## src/rtl/mem1port_arbiter.sv

```systemverilog
// -----------------------------------------------------------------------------
// mem1port_arbiter
//   Two-master arbiter in front of the single-port memory (mem1port). It merges
//   the core's instruction fetch (imem, read-only) and data (dmem, read/write)
//   requests onto one memory port. It remembers which master owns the read that
//   is in flight and routes the memory's one-cycle-later response back to it.
//
//   Build option: define ARB_RR_EN to select round-robin arbitration. The
//   default build uses fixed dmem priority. In that mode a starvation counter
//   forces an imem grant after STARVE_MAX-1 consecutive lost cycles.
//
// Parameters
//   STARVE_MAX  consecutive imem wait cycles before imem is forced (>=1)
//   CNT_W       width of the performance counters
//
// Ports
//   clk, resetb            clock; asynchronous active-low reset
//   i_req/i_addr           imem read request (held until i_gnt)
//   i_gnt                  imem accepted this cycle (combinational)
//   i_rvalid/i_rdata       imem read response
//   d_req/d_we/d_addr/
//   d_wdata/d_wstrb        dmem request (held until d_gnt)
//   d_gnt                  dmem accepted this cycle (combinational)
//   d_rvalid/d_rdata       dmem read response
//   m_ready/m_we/m_addr/
//   m_wdata/m_wstrb        memory access driven from the winner
//   m_rresp/m_rdata        registered memory read response
//   cnt_i/cnt_d/cnt_conf   imem grants, dmem grants, conflict cycles
// -----------------------------------------------------------------------------
module mem1port_arbiter #(
  parameter int STARVE_MAX = 8,
  parameter int CNT_W      = 32
) (
  input  logic             clk,
  input  logic             resetb,
  input  logic             i_req,
  input  logic [29:0]      i_addr,
  output logic             i_gnt,
  output logic             i_rvalid,
  output logic [31:0]      i_rdata,
  input  logic             d_req,
  input  logic             d_we,
  input  logic [29:0]      d_addr,
  input  logic [31:0]      d_wdata,
  input  logic [3:0]       d_wstrb,
  output logic             d_gnt,
  output logic             d_rvalid,
  output logic [31:0]      d_rdata,
  output logic             m_ready,
  output logic             m_we,
  output logic [29:0]      m_addr,
  output logic [31:0]      m_wdata,
  output logic [3:0]       m_wstrb,
  input  logic             m_rresp,
  input  logic [31:0]      m_rdata,
  output logic [CNT_W-1:0] cnt_i,
  output logic [CNT_W-1:0] cnt_d,
  output logic [CNT_W-1:0] cnt_conf
);

  // Arbitration result before reset gating. The arbitration state registers
  // are held in reset whenever resetb is low. Their next-state logic can
  // therefore use i_win directly, which avoids a combinational path back
  // through i_gnt.
  logic i_win;

  logic owner_reg, owner_next;   // 0 = imem owns the read in flight, 1 = dmem
  logic pend_reg, pend_next;     // a read was granted last cycle
  logic rd_gnt;

`ifdef ARB_RR_EN
  logic last_reg, last_next;     // winner of the most recent grant (0 = imem)

  always_comb begin
    i_win     = i_req & (~d_req | last_reg);
    last_next = last_reg;
    if (i_win)
      last_next = 1'b0;
    else if (d_req)
      last_next = 1'b1;
  end

  always_ff @(posedge clk or negedge resetb) begin
    if (!resetb)
      last_reg <= 1'b0;
    else
      last_reg <= last_next;
  end
`else
  localparam int SW = (STARVE_MAX < 2) ? 1 : $clog2(STARVE_MAX);
  localparam logic [SW-1:0] STARVE_LAST = SW'(STARVE_MAX - 1);

  logic [SW-1:0] starve_cnt_reg, starve_cnt_next;
  logic          starve_hit;

  // The counter stops at STARVE_LAST. At that value imem is forced through,
  // and the grant clears the counter, so it cannot wrap.
  always_comb begin
    starve_hit      = (starve_cnt_reg == STARVE_LAST);
    i_win           = i_req & (~d_req | starve_hit);
    starve_cnt_next = starve_cnt_reg;
    if (!i_req || i_win)
      starve_cnt_next = '0;
    else if (!starve_hit)
      starve_cnt_next = starve_cnt_reg + 1'b1;
  end

  always_ff @(posedge clk or negedge resetb) begin
    if (!resetb)
      starve_cnt_reg <= '0;
    else
      starve_cnt_reg <= starve_cnt_next;
  end
`endif

  assign i_gnt   = resetb & i_win;
  assign d_gnt   = resetb & d_req & ~i_win;
  assign m_ready = i_gnt | d_gnt;
  assign m_we    = d_gnt & d_we;
  assign m_addr  = i_gnt ? i_addr : d_addr;
  assign m_wdata = d_wdata;
  assign m_wstrb = i_gnt ? 4'b0000 : d_wstrb;

  // Only reads move ownership. A write granted right after a read leaves the
  // routing of that read's response unchanged.
  assign rd_gnt     = i_gnt | (d_gnt & ~d_we);
  assign owner_next = rd_gnt ? d_gnt : owner_reg;
  assign pend_next  = rd_gnt;

  always_ff @(posedge clk or negedge resetb) begin
    if (!resetb) begin
      owner_reg <= 1'b0;
      pend_reg  <= 1'b0;
    end else begin
      owner_reg <= owner_next;
      pend_reg  <= pend_next;
    end
  end

  // pend_reg drops a response whose read was issued before a reset. This holds
  // even when the memory still presents m_rresp after a short reset pulse.
  assign i_rvalid = resetb & m_rresp & pend_reg & ~owner_reg;
  assign d_rvalid = resetb & m_rresp & pend_reg & owner_reg;
  assign i_rdata  = m_rdata;
  assign d_rdata  = m_rdata;

  // Performance counters: 0 = imem grants, 1 = dmem grants, 2 = conflicts.
  logic [2:0]            cnt_inc;
  logic [2:0][CNT_W-1:0] cnt_bus;

  assign cnt_inc = {i_req & d_req, d_gnt, i_gnt};

  for (genvar gi = 0; gi < 3; gi++) begin : g_cnt
    logic [CNT_W-1:0] cnt_reg;

    always_ff @(posedge clk or negedge resetb) begin
      if (!resetb)
        cnt_reg <= '0;
      else if (cnt_inc[gi])
        cnt_reg <= cnt_reg + 1'b1;
    end

    assign cnt_bus[gi] = cnt_reg;
  end

  assign cnt_i    = cnt_bus[0];
  assign cnt_d    = cnt_bus[1];
  assign cnt_conf = cnt_bus[2];

endmodule

```

## config.mk

```make
export PLATFORM = sky130hd
export DESIGN_NAME = mem1port_arbiter
export DESIGN_NICKNAME = d
export VERILOG_FILES = /design/src/rtl/mem1port_arbiter.sv
export SDC_FILE = /design/constraint.sdc
export NUM_CORES = 1
export LEC_CHECK = 0
export CAP_MARGIN = 15
export CORE_AREA = 2 2 144 146
export DETAILED_ROUTE_END_ITERATION = 10
export DIE_AREA = 0 0 146 148
export PLACE_DENSITY = 0.68
export SKIP_LAST_GASP = 1
export SYNTH_ARGS = -nofsm -noshare
export SYNTH_HDL_FRONTEND = slang
export SYNTH_SLANG_ARGS = --single-unit
export TNS_END_PERCENT = 5
```

## constraint.sdc

```tcl
create_clock -name clk -period 3.57 [get_ports clk]
set_input_delay 0.714 -clock clk [delete_from_list [all_inputs] [get_ports clk]]
set_output_delay 0.714 -clock clk [all_outputs]
set_load 0.1 [all_outputs]
```

Word level (Yosys, flattened, before mapping)
Cells that the tools add are included.
- register bits after elaboration: 101
- input bits: 134
- output and inout bits: 232
- word-level logic and storage cells: 36
- add/sub/neg operators: 4
- eq/ne operators: 2
- mux-type cells: 4
- bitwise logic cells: 18
- reductions and logical operators: 2
- operator list (cell ; number):
    adder 32 x 1 -> 32 bit, second input constant ; 3
    2-to-1 mux 30 bit ; 1
    bitwise AND 1 bit ; 11
    2-to-1 mux 3 bit ; 2
    2-to-1 mux 4 bit ; 1
    inverter 1 bit ; 4
    adder 3 x 1 -> 3 bit, second input constant ; 1
    == test 3 bit, second input constant ; 1
    bitwise OR 1 bit ; 3
    inequality test 2 x 1 -> 1 bit, second input constant ; 1
    logical NOT 1 bit ; 1
    logical OR 1 bit ; 1

Longest topological paths before layout
Gate-level depths: netlist (run 1).
- depth in word-level cells: 7
- depth in mapped cells: 9
- gate-level depth less buffers: 7

Least setup slack after synthesis (run 1)
OpenSTA, ideal clock, no wires.
- path kind: reg-to-output
- start point: reg starve_cnt_reg[0]
- end point: out m_we
- data arrival time: 2.599 ns
- slack: 0.257 ns
- stages on the path, launching flop included: 7
- buffers on the path: 0
- cell sequence: dfrtp_1 > ha_1 > ha_1 > nand2_1 > nand3_1 > inv_1 > and2_1
- word-level cells in the longest chain between the ends: 6
- RTL lines (element ; line ; RTL):
    start, declared ; 93 ; logic [SW-1:0] starve_cnt_reg, starve_cnt_next;
    start signal, assigned ; 112 ; starve_cnt_reg <= starve_cnt_next;
    == test 3 bit ; 99 ; starve_hit = (starve_cnt_reg == STARVE_LAST);
    bitwise OR 1 bit ; 100 ; i_win = i_req & (~d_req | starve_hit);
    bitwise AND 1 bit ; 100 ;
    inverter 1 bit ; 117 ; assign d_gnt = resetb & d_req & ~i_win;
    bitwise AND 1 bit ; 117 ;
    net d_gnt ; 46 ; output logic d_gnt,
    bitwise AND 1 bit ; 119 ; assign m_we = d_gnt & d_we;
    end, declared ; 50 ; output logic m_we,
The timed path passes the listed nets, and every way through them passes these cells.

Final worst setup path (run 1)
- start point: in d_req
- end point: out m_addr[22]
- word-level cells in the longest chain between the ends: 5
- RTL lines (element ; line ; RTL):
    start, declared ; 41 ; input logic d_req,
    inverter 1 bit ; 100 ;
    bitwise OR 1 bit ; 100 ;
    bitwise AND 1 bit ; 100 ;
    bitwise AND 1 bit ; 116 ; assign i_gnt = resetb & i_win;
    2-to-1 mux 30 bit ; 120 ; assign m_addr = i_gnt ? i_addr : d_addr;
    end, declared ; 51 ; output logic [29:0] m_addr,
No other way between the ends.

==> out/metrics.yaml, run 1 <==
sta:
  finalSetupViolCount: 0
  grt_setup_unrepaired: "no"
  timing.slew.headroom: 0.3326
  setup_total_negative_slack_ps: 0
  fmax_mhz: 307.3
  final_max_slew_viol_count: 0
  post-route-period-util: 0.9116
  timing.final.crit_period_ps: 3255
  fin_worst_skew_ps: 7.974
  tightestPinTransition_ps: 997.9
  timing.final.hold_violations: 0
final_layout:
  layout.cells.most_common: "clkdlybuf4s50_1"
  layout-drive-gt1-share: 0.1548
  area_taken_by_multi_input_logic_gates_um2: 2577
  synthToLayoutAreaGrowth_pct: 38.07
  layout_common_cells: "clkdlybuf4s50_1 (141), nand2_1 (131), dfrtp_1 (101), xnor2_1 (50), xor2_1 (43)"
  layout.core_utilization: 0.4128
  total_area_of_sequential_cells_um2: 2527
  number_of_filler_cells_placed_in_the_layout: 2006
  final_net_count: 878
global_routing:
  grt_start_max_net_pins: 48
  antenna_found_initial: 1
  grt_remaining_overflow: 0
  grt_first_pass_wirelength_um: 26960
  grt_use_total: 0.1605
  grt_pass1_vias: 4545
yosys:
  yosysSeqAreaShare: 0.4219
  synthesis.nets: 770
  postSynth.asyncResetShare: 1.000
  syn_area_um2: 5991
  postSynthRegisterBits: 101
  post_synth_inst_count: 631
  average_instance_area_after_synthesis_um2: 9.494
  synth_edf_count: 0
  synthesis.yosys.warnings: 0
  dominantRegCellSynth: "dfrtp_1"
  yosys.cell_types.count: 36
setup_path:
  critical_path.max_stage_delay_ps: 480
  cp_data_arrival_time_ps: 2540
  reg2reg_slack_ps: 1380
  critPathLaunchType: "input pin"
  critical_path_class: "input pin to output port"
  worst_setup_path_end_kind: "output port"
  worstPathMaxFanout: 34
  r2r-start: "starve_cnt_reg[0]$_DFFE_PN0P_"
  capturing_point_of_the_worst_reg2reg_path: "cnt_i[28]$_DFFE_PN0P_"
  data_required_time_of_the_critical_path_ps: 2860
  rr_worst_depth: 6
  cp_slowest_cell: "clkdlybuf4s50_1"
  worstPathCellList: "clkdlybuf4s50_1 -> and2b_4 -> or2_1 -> inv_2 -> buf_12 -> nand2_1 -> nand2_1 -> buf_12"
floorplanning:
  floorplan.die_area_um2: 21610
  die_height_um: 148
  placement_row_count: 52
  ios: 366
  coreArea_um2: 20040
  die_x_extent_um: 146
  initial_core_utilization: 0.2990
routing:
  drt.antenna.violating_nets: 0
  detail_route.drc_violations: 0
  detailroute.via_count: 4745
  avgViaCountPerCell: 4.679
  dr.first_iter.drc_count: 155
  drt-total-wl_um: 17700
  routed_wirelength_normalized_by_instance_count_um: 17.45
  drt_first_pass_iters: 4
job:
  max_cap_check_violation_count: 0
clock_tree:
  clock_path_buffers: 2
  total_clock_sinks: 101
  clk_pin_slew_ps: 70
  clock_latency_ps: 350
  cts_made_buffers: 9
  ctsRootBufferMaster: "clkbuf_16"
  postCtsHoldBufs: 0
  cts.htree.levels: 3
  cts_post_setup_buffers_inserted: 0
  cts_resized: 0
  cts_tree: "yes"
place:
  dp.final_hpwl_um: 14070
  io_buffer_count: 205
  gpl.final_weighted_congestion: 0.8025
pwr:
  total_leakage_power_nw: 3.781
  max-vdd-ir-drop_mv: 0.4916
  powerDensity_nw_per_um2: 465.5
outcome:
  outcome: "complete, no violations"
hold_path:
  hold_class: "input pin to async pin"
==> logic make-up (layout without fill, tap and decap cells) <==
family	after synthesis	count (layout)	synth area share
and+or+nand+nor	300	300	0.2801
DFF	101	101	0.4219
muxes	1	1	0.001880
xor gates and xnor gates	93	93	0.1360
AOI/OAI and AO/OA	2	2	0.001880
other	0	1	0
buffers and inverters	129	241	0.1479
adders and majority gates	5	5	0.01044
==> cells in the mapped netlist, drive strengths merged, types with 8 or more instances <==
| library cell | count | share of area |
|---|---|---|
| nand2 | 132 | 0.083 |
| buf | 109 | 0.14 |
| dfrtp | 101 | 0.42 |
| xnor2 | 50 | 0.073 |
| xor2 | 43 | 0.063 |
| nand4 | 33 | 0.042 |
| nand3 | 30 | 0.028 |
| nor4 | 26 | 0.046 |
| nor3 | 19 | 0.018 |
| and3 | 16 | 0.017 |
| nor2 | 15 | 0.0094 |
| and2 | 13 | 0.014 |
| inv | 12 | 0.0075 |
| and4 | 11 | 0.016 |
| clkbuf | 8 | 0.0052 |
==> power by group <==
| group | leakage, nW | switching, mW | internal (mW) |
|---|---|---|---|
| registers | 1.34 | 0.125 | 1.23 |
| clock network | 0.149 | 0.441 | 0.562 |
| logic | 2.29 | 1.09 | 0.397 |
==> worst max path at each step <==
stage                                  start         end  slack [ps]
2_1_floorplan  starve_cnt_reg[0]$_DFFE_PN0P_        m_we         260
3_3_place_gp                           d_req  m_addr[23]         270
3_5_place_dp                           d_req  m_addr[23]         240
4_1_cts                                d_req  m_addr[23]         240
5_1_grt                                d_req  m_addr[23]         210
6_report                               d_req  m_addr[22]         320
==> through the flow <==
stage	setup WS, ps	instance area (um2)	hold WS, ps	cells	power, mW
2_1_floorplan	257.0	5991	406.3	631	2.880
3_3_place_gp	266.5	7973	417.8	998	2.873
3_5_place_dp	240.1	7973	422.4	998	2.882
4_1_cts	243.5	8269	243.7	1013	3.905
5_1_grt	215.0	8272	242.8	1014	4.001
6_report	315.5	8272	248.3	1014	3.851
==> per-layer routing <==
layer / GRT usage / wire length [um] / share of wire / vias up
met4: 0.04951 / 285 / 0.016 / 0
met5: 0 / 0 / 0 / -
met1: 0.1872 / 6856 / 0.39 / 2283
met3: 0.04074 / 1097 / 0.062 / 21
li1: - / - / - / 2234
met2: 0.2901 / 9460 / 0.53 / 207
==> worst max-delay path: cells and delay by family <==
family / cells / cell delay, ps
buf+inv: 4 / 950
simple gates: 4 / 860
==> cell type report <==
| cell class | count | share of cell area |
|---|---|---|
| diodes | 1 | 0.0003025 |
| clock buffers | 10 | 0.02889 |
| clock inverters | 5 | 0.006958 |
| inverters | 12 | 0.005445 |
| multi-input cells | 401 | 0.3116 |
| flip-flops and latches | 101 | 0.3056 |
| well taps | 270 | 0.04084 |
| repair buffers | 214 | 0.3004 |
No activity file was read; power rests on OpenSTA's default activity.
==> inputs of run 2 (changes only) <==
--- a/config.mk
+++ b/config.mk
@@ -6,10 +6,11 @@
 export NUM_CORES = 1
 export LEC_CHECK = 0
 export CAP_MARGIN = 15
-export CORE_AREA = 2 2 144 146
+export CORE_AREA = 2 2 142 144
+export CTS_BUF_LIST = sky130_fd_sc_hd__clkbuf_8
 export DETAILED_ROUTE_END_ITERATION = 10
-export DIE_AREA = 0 0 146 148
-export PLACE_DENSITY = 0.68
+export DIE_AREA = 0 0 144 146
+export PLACE_DENSITY = 0.7
 export SKIP_LAST_GASP = 1
 export SYNTH_ARGS = -nofsm -noshare
 export SYNTH_HDL_FRONTEND = slang
==> constraint.sdc (replaced) <==
create_clock -name clk -period 4.2 [get_ports clk]
set_input_delay 0.84 -clock clk [delete_from_list [all_inputs] [get_ports clk]]
set_output_delay 0.84 -clock clk [all_outputs]
set_load 0.1 [all_outputs]
==> out/metrics.yaml, run 2 (synthesized netlist as in run 1, its figures left out) <==
final_layout:
  layout_common_cells: "clkdlybuf4s50_1 (164), nand2_1 (131), dfrtp_1 (101), xnor2_1 (50), xor2_1 (43)"  # was clkdlybuf4s50_1 (141), nand2_1 (131), dfrtp_1 (101), xnor2_1 (50), xor2_1 (43)
  antenna_cell_count: 0  # was 1
  synthToLayoutAreaGrowth_pct: 36.67  # was 38.07%
  layout.core_utilization: 0.4235  # was 0.4128
  area_taken_by_multi_input_logic_gates_um2: 2577  # unchanged
  number_of_filler_cells_placed_in_the_layout: 1872  # was 2,006
  total_area_of_sequential_cells_um2: 2527  # unchanged
  layout-drive-gt1-share: 0.1215  # was 0.1548
  final_net_count: 875  # was 878
  post_layout_nonfiller_instances: 1006  # was 1,014
  post-route-cell-area_um2: 8188  # was 8272 um2
  layout.cells.most_common: "clkdlybuf4s50_1"  # unchanged
clock_tree:
  cts_made_buffers: 9  # unchanged
  total_clock_sinks: 101  # unchanged
  cts_tree: "yes"  # unchanged
  cts.htree.levels: 3  # unchanged
  postCtsHoldBufs: 0  # unchanged
  cts_resized: 0  # unchanged
  clk_pin_slew_ps: 100  # was 70 ps
  clock_latency_ps: 390  # was 350 ps
  clock_path_buffers: 2  # unchanged
  ctsRootBufferMaster: "clkbuf_8"  # was clkbuf_16
  cts_post_setup_buffers_inserted: 0  # unchanged
setup_path:
  cp_slowest_cell: "clkdlybuf4s50_1"  # unchanged
  data_required_time_of_the_critical_path_ps: 3360  # was 2860 ps
  worstPathCellList: "clkdlybuf4s50_1 -> buf_4 -> nand2_2 -> or2_1 -> inv_2 -> nand2_1 -> nand2_1 -> buf_12"  # was clkdlybuf4s50_1 -> and2b_4 -> or2_1 -> inv_2 -> buf_12 -> nand2_1 -> nand2_1 -> buf_12
  critical_path_class: "input pin to output port"  # unchanged
  worst_setup_path_end_kind: "output port"  # unchanged
  critPathLaunchType: "input pin"  # unchanged
  worstPathMaxFanout: 34  # unchanged
  cp_data_arrival_time_ps: 2870  # was 2540 ps
  critPathMostFrequentCell: "nand2_1"
  critical_path.max_stage_delay_ps: 500  # was 480 ps
routing:
  highest-signal-layer: "met4"  # unchanged
  routed_wirelength_normalized_by_instance_count_um: 17.64  # was 17.45 um
  avgViaCountPerCell: 4.613  # was 4.679
  drt.antenna.violating_nets: 0  # unchanged
  drt_first_pass_iters: 6  # was 4
  detailroute.via_count: 4641  # was 4,745
  detail_route.drc_violations: 0  # unchanged
  dr.first_iter.drc_count: 241  # was 155
  met3RoutedLength_um: 1110  # was 1097 um
  met1_length_um: 6984  # was 6856 um
  drt-total-wl_um: 17740  # was 17,700 um
  route.met2.wl_um: 9404  # was 9460 um
sta:
  worst_slack_ps: 488.0  # was 315.5 ps
  grt_setup_unrepaired: "no"  # unchanged
  finalSetupViolCount: 0  # unchanged
  fin_worst_skew_ps: 17.54  # was 7.974 ps
  setup_total_negative_slack_ps: 0  # unchanged
  tightest_hold_margin_ps: 245.6  # was 248.3 ps
  tightestPinTransition_ps: 1066  # was 997.9 ps
  fmax_mhz: 269.4
  final_max_slew_viol_count: 0  # unchanged
  timing.final.hold_violations: 0  # unchanged
  post-route-period-util: 0.8838
  timing.final.crit_period_ps: 3712
  timing.slew.headroom: 0.2869  # was 0.3326
floorplanning:
  initial_core_utilization: 0.3098  # was 0.2990
  die_height_um: 146  # was 148 um
  coreArea_um2: 19330  # was 20,040 um2
  die_x_extent_um: 144  # was 146 um
  floorplan.die_area_um2: 21020  # was 21,610 um2
  ios: 366  # unchanged
  placement_row_count: 51  # was 52
place:
  io_buffer_count: 205  # unchanged
  gpl.final_weighted_congestion: 0.8093  # was 0.8025
  post-place-ws_ps: 498.8  # was 240.1 ps
  placedInstanceArea_um2: 7951  # was 7973 um2
  placed_cells_incl_taps: 990  # was 998
  dp.final_hpwl_um: 14160  # was 14,070 um
global_routing:
  grt_use_total: 0.1713  # was 0.1605
  grt_remaining_overflow: 0  # unchanged
  grt_first_pass_wirelength_um: 27610  # was 26,960 um
  grt_start_max_net_pins: 52  # was 48
  grt_pass1_vias: 4672  # was 4,545
  antenna_found_initial: 0  # was 1
hold_path:
  hold_class: "input pin to async pin"  # unchanged
outcome:
  outcome: "complete, no violations"  # unchanged
pwr:
  powerDensity_nw_per_um2: 387.2  # was 465.5 nW/um2
  post-layout-total-power_mw: 3.170  # was 3.851 mW
  total_leakage_power_nw: 3.682  # was 3.781 nW
  max-vdd-ir-drop_mv: 0.4041  # was 0.4916 mV
job:
  max_cap_check_violation_count: 0  # unchanged
## run 2: cell count changes in the layout (fill, tap and decap cells not counted), moves of 2 or more
cell	before	now
clkbuf_8	1	9
buf_4	31	9
clkbuf_16	9	0
clkinv_2	2	0
clkdlybuf4s50_1	141	164
buf_12	42	38
## run 2: power breakdown
part | internal (mW) | total [mW] | switching [mW]
Combinational | 0.353 | 1.29 | 0.933
Sequential | 1.05 | 1.16 | 0.108
Clock | 0.349 | 0.729 | 0.381
## run 2: area by class of cell
| type | instances | area share |
|---|---|---|
| sequential | 101 | 0.3087 |
| timing repair buffer | 211 | 0.3017 |
| clock buffer | 9 | 0.01513 |
| clock inverter | 7 | 0.01375 |
| tap | 265 | 0.04050 |
| multi-input combinational | 401 | 0.3148 |
| inverter | 12 | 0.005501 |
## run 2: worst paths after layout
path                                          startpoint                       endpoint  slack, ps  depth (start not counted)
max                                                i_req                     m_addr[26]        490                          8
min                                               resetb             pend_reg$_DFF_PN0_        250                          1
max reg2reg                starve_cnt_reg[0]$_DFFE_PN0P_          cnt_d[31]$_DFFE_PN0P_       2040                          6
min reg2reg                starve_cnt_reg[0]$_DFFE_PN0P_  starve_cnt_reg[0]$_DFFE_PN0P_        440                          1
max in group asynchronous                         resetb          cnt_d[31]$_DFFE_PN0P_       3090                          2
min in group clk           starve_cnt_reg[0]$_DFFE_PN0P_  starve_cnt_reg[0]$_DFFE_PN0P_        440                          1
## run 2: routing by layer
metal,track usage,vias to the layer above
met1,0.2013,2209
met4,0.04755,0
li1,-,2225
met2,0.3064,191
met3,0.04311,16
met5,0,-
## run 2: critical path, delay by kind of cell
kind,cells,cell delay [ps]
buffers and inverters,4,1330
and+or+nand+nor,4,680
==> inputs of run 3 (changes only) <==
--- a/config.mk
+++ b/config.mk
@@ -5,12 +5,14 @@
 export SDC_FILE = /design/constraint.sdc
 export NUM_CORES = 1
 export LEC_CHECK = 0
+export ABC_AREA = 1
 export CAP_MARGIN = 15
 export CORE_AREA = 2 2 142 144
-export CTS_BUF_LIST = sky130_fd_sc_hd__clkbuf_8
+export CTS_BUF_LIST = sky130_fd_sc_hd__clkbuf_4 sky130_fd_sc_hd__clkbuf_8
+export CTS_CLUSTER_DIAMETER = 150
 export DETAILED_ROUTE_END_ITERATION = 10
 export DIE_AREA = 0 0 144 146
-export PLACE_DENSITY = 0.7
+export PLACE_DENSITY = 0.73
 export SKIP_LAST_GASP = 1
 export SYNTH_ARGS = -nofsm -noshare
 export SYNTH_HDL_FRONTEND = slang
==> out/metrics.yaml, run 3 <==
outcome:
  outcome: "complete, no violations"  # unchanged
clock_tree:
  cts_post_setup_buffers_inserted: 0  # unchanged
  ctsRootBufferMaster: "clkbuf_8"  # unchanged
  clock_latency_ps: 380  # was 390 ps
  total_clock_sinks: 101  # unchanged
  cts_made_buffers: 9  # unchanged
  clk_pin_slew_ps: 100  # about the same
  postCtsHoldBufs: 0  # unchanged
  cts_tree: "yes"  # unchanged
  clock_path_buffers: 2  # unchanged
  cts.htree.levels: 3  # unchanged
  cts_resized: 0  # unchanged
yosys:
  yosys.area.top_type: "dfrtp_1"  # unchanged
  synthesis.nets: 1036  # was 770
  synthesis.yosys.warnings: 0  # unchanged
  postSynth.asyncResetShare: 1.000  # unchanged
  yosys-top-cells-area: "dfrtp_1 (38%), nand2_1 (17%), buf_4 (11%)"  # was dfrtp_1 (42%), buf_4 (12%), nand2_1 (8.2%)
  yosysTopAreaCellShare: 0.3807  # was 0.4219
  postSynthRegisterBits: 101  # unchanged
  dominantRegCellSynth: "dfrtp_1"  # unchanged
  syn_area_um2: 6639  # was 5991 um2
  post_synth_inst_count: 897  # was 631
  synthMostInstantiatedCell: "nand2_1"  # unchanged
  synth_edf_count: 0  # unchanged
  yosysSeqAreaShare: 0.3807  # was 0.4219
  average_instance_area_after_synthesis_um2: 7.401  # was 9.494 um2
  yosys-top-cells-count: "nand2_1 (296), dfrtp_1 (101), buf_4 (96), inv_1 (95), nor2_1 (91)"  # was nand2_1 (131), dfrtp_1 (101), buf_4 (98), xnor2_1 (50), xor2_1 (43)
  yosys.cell_types.count: 35  # was 36
final_layout:
  antenna_cell_count: 0  # unchanged
  area_taken_by_multi_input_logic_gates_um2: 2962  # was 2577 um2
  total_area_of_sequential_cells_um2: 2527  # unchanged
  synthToLayoutAreaGrowth_pct: 31.78  # was 36.67%
  layout-drive-gt1-share: 0.09154  # was 0.1215
  layout.cells.most_common: "nand2_1"  # was clkdlybuf4s50_1
  final_net_count: 1150  # was 875
  layout_common_cells: "nand2_1 (296), clkdlybuf4s50_1 (164), dfrtp_1 (101), inv_1 (95), nor2_1 (91)"  # was clkdlybuf4s50_1 (164), nand2_1 (131), dfrtp_1 (101), xnor2_1 (50), xor2_1 (43)
  number_of_filler_cells_placed_in_the_layout: 1910  # was 1,872
setup_path:
  critical_path_class: "input pin to output port"  # unchanged
  cp_slowest_cell: "clkdlybuf4s50_1"  # unchanged
  cp_data_arrival_time_ps: 2520  # was 2870 ps
  data_required_time_of_the_critical_path_ps: 3360  # about the same
  worst_setup_path_end_kind: "output port"  # unchanged
  rr_worst_depth: 10  # was 6
  reg2reg_slack_ps: 1920  # was 2040 ps
  critical_path.max_stage_delay_ps: 530  # was 500 ps
  critPathLaunchType: "input pin"  # unchanged
  r2r-start: "starve_cnt_reg[0]$_DFFE_PN0P_"  # unchanged
  worstPathMaxFanout: 43  # was 34
  capturing_point_of_the_worst_reg2reg_path: "cnt_d[30]$_DFFE_PN0P_"  # was cnt_d[31]$_DFFE_PN0P_
  critPathMostFrequentCell: "nand2_1"  # unchanged
  worstPathCellList: "clkdlybuf4s50_1 -> nand2_2 -> nand3_4 -> buf_4 -> nand2_1 -> nand2_1 -> buf_12"  # was clkdlybuf4s50_1 -> buf_4 -> nand2_2 -> or2_1 -> inv_2 -> nand2_1 -> nand2_1 -> buf_12
sta:
  timing.final.crit_period_ps: 3357  # was 3712 ps
  tightest_hold_margin_ps: 431.8  # was 245.6 ps
  final_max_slew_viol_count: 0  # unchanged
  tightestPinTransition_ps: 1047  # was 1066 ps
  post-route-period-util: 0.7992  # was 0.8838
  fmax_mhz: 297.9  # was 269.4 MHz
  finalSetupViolCount: 0  # unchanged
  setup_total_negative_slack_ps: 0  # unchanged
  timing.final.hold_violations: 0  # unchanged
  timing.slew.headroom: 0.2998  # was 0.2869
  fin_worst_skew_ps: 15.53  # was 17.54 ps
  grt_setup_unrepaired: "no"  # unchanged
routing:
  routed_wirelength_normalized_by_instance_count_um: 15.26  # was 17.64 um
  drt-total-wl_um: 19550  # was 17,740 um
  avgViaCountPerCell: 4.551  # was 4.613
  drt_first_pass_iters: 4  # was 6
  detailroute.via_count: 5830  # was 4,641
  dr.first_iter.drc_count: 297  # was 241
  detail_route.drc_violations: 0  # unchanged
  drt.antenna.violating_nets: 0  # unchanged
global_routing:
  grt_pass1_vias: 5743  # was 4,672
  grt_remaining_overflow: 0  # unchanged
  grt_first_pass_wirelength_um: 30810  # was 27,610 um
  grt_use_total: 0.1881  # was 0.1713
  antenna_found_initial: 1  # was 0
  grt_start_max_net_pins: 70  # was 52
pwr:
  sequentialPowerShare: 0.366  # was 0.364
  sw_share: 0.4812  # was 0.4485
  switching_power_mw: 1.541  # was 1.422 mW
  powerDensity_nw_per_um2: 366.1  # was 387.2 nW/um2
  comb_power_share: 0.443  # was 0.405
  total_leakage_power_nw: 4.025  # was 3.682 nW
  power.internal_mw: 1.662  # was 1.749 mW
  p_clk_frac: 0.190  # was 0.230
  max-vdd-ir-drop_mv: 0.3562  # was 0.4041 mV
floorplanning:
  die_height_um: 146  # unchanged
  ios: 366  # unchanged
  coreArea_um2: 19330  # unchanged
  die_x_extent_um: 144  # unchanged
  initial_core_utilization: 0.3434  # was 0.3098
  placement_row_count: 51  # unchanged
  floorplan.die_area_um2: 21020  # unchanged
place:
  gpl.final_weighted_congestion: 0.8569  # was 0.8093
  dp.final_hpwl_um: 15740  # was 14,160 um
  io_buffer_count: 205  # unchanged
hold_path:
  hold_class: "input pin to async pin"  # unchanged
job:
  max_cap_check_violation_count: 0  # unchanged
==> run 3: cells by family (layout without fill, tap and decap cells) <==
group / count (synthesis) / after routing / share of synthesized area
DFF: 101 / 101 / 0.3807
AOI/OAI and AO/OA: 10 / 10 / 0.009047
and+or+nand+nor: 515 / 515 / 0.3445
adders and majority gates: 5 / 5 / 0.009423
buffers and inverters: 203 / 322 / 0.1732
xor gates and xnor gates: 63 / 63 / 0.08311
==> run 3: worst max path at each step <==
stage	from	end	slack [ps]	cells after the start
after floorplan	d_req	m_we	850	5
after CTS	d_req	m_addr[29]	810	7
final	d_req	m_addr[24]	840	7
after global placement	d_req	m_addr[29]	840	7
after global routing	d_req	m_addr[29]	720	7
after detailed placement	d_req	m_addr[29]	820	7
==> run 3: power groups by stage <==
stage / Combinational, mW / Clock [mW] / Sequential [mW]
2_1_floorplan: 0.812 / 0 / 1.77
3_3_place_gp: 1.42 / 0 / 1.19
3_5_place_dp: 1.43 / 0 / 1.19
4_1_cts: 1.43 / 0.637 / 1.17
5_1_grt: 1.47 / 0.678 / 1.19
6_report: 1.42 / 0.610 / 1.17
==> run 3: final cells by class <==
class / count / area share
inverters: 98 / 0.04262
well taps: 265 / 0.03790
clock buffers: 11 / 0.01588
multi-input cells: 593 / 0.3385
clock inverters: 5 / 0.005006
flip-flops and latches: 101 / 0.2889
repair buffers: 208 / 0.2712
==> run 3: worst max-delay path: cells and delay by family <==
family / cells / cell delay (ps)
AND/OR/NAND/NOR: 4 / 470
buffers and inverters: 3 / 1160
==> run 3: routing by layer <==
layer	track usage	routed length [um]
met5	0	13
met4	0.04412	189
met3	0.04475	1080
met2	0.3421	10470
met1	0.2213	7797
==> run 3: per-stage QoR <==
| step | cells | setup WS, ps | utilization | power (mW) | cell area (um2) |
|---|---|---|---|---|---|
| global route | 1281 | 723.2 | 0.4525 | 3.339 | 8748 |
| detailed placement | 1265 | 821.5 | 0.4430 | 2.621 | 8566 |
| CTS | 1281 | 811.8 | 0.4525 | 3.243 | 8748 |
| floorplan | 897 | 852.3 | - | 2.581 | 6639 |
| finish | 1281 | 843.3 | 0.4525 | 3.203 | 8748 |
| global placement | 1265 | 840.8 | 0.4430 | 2.601 | 8566 |
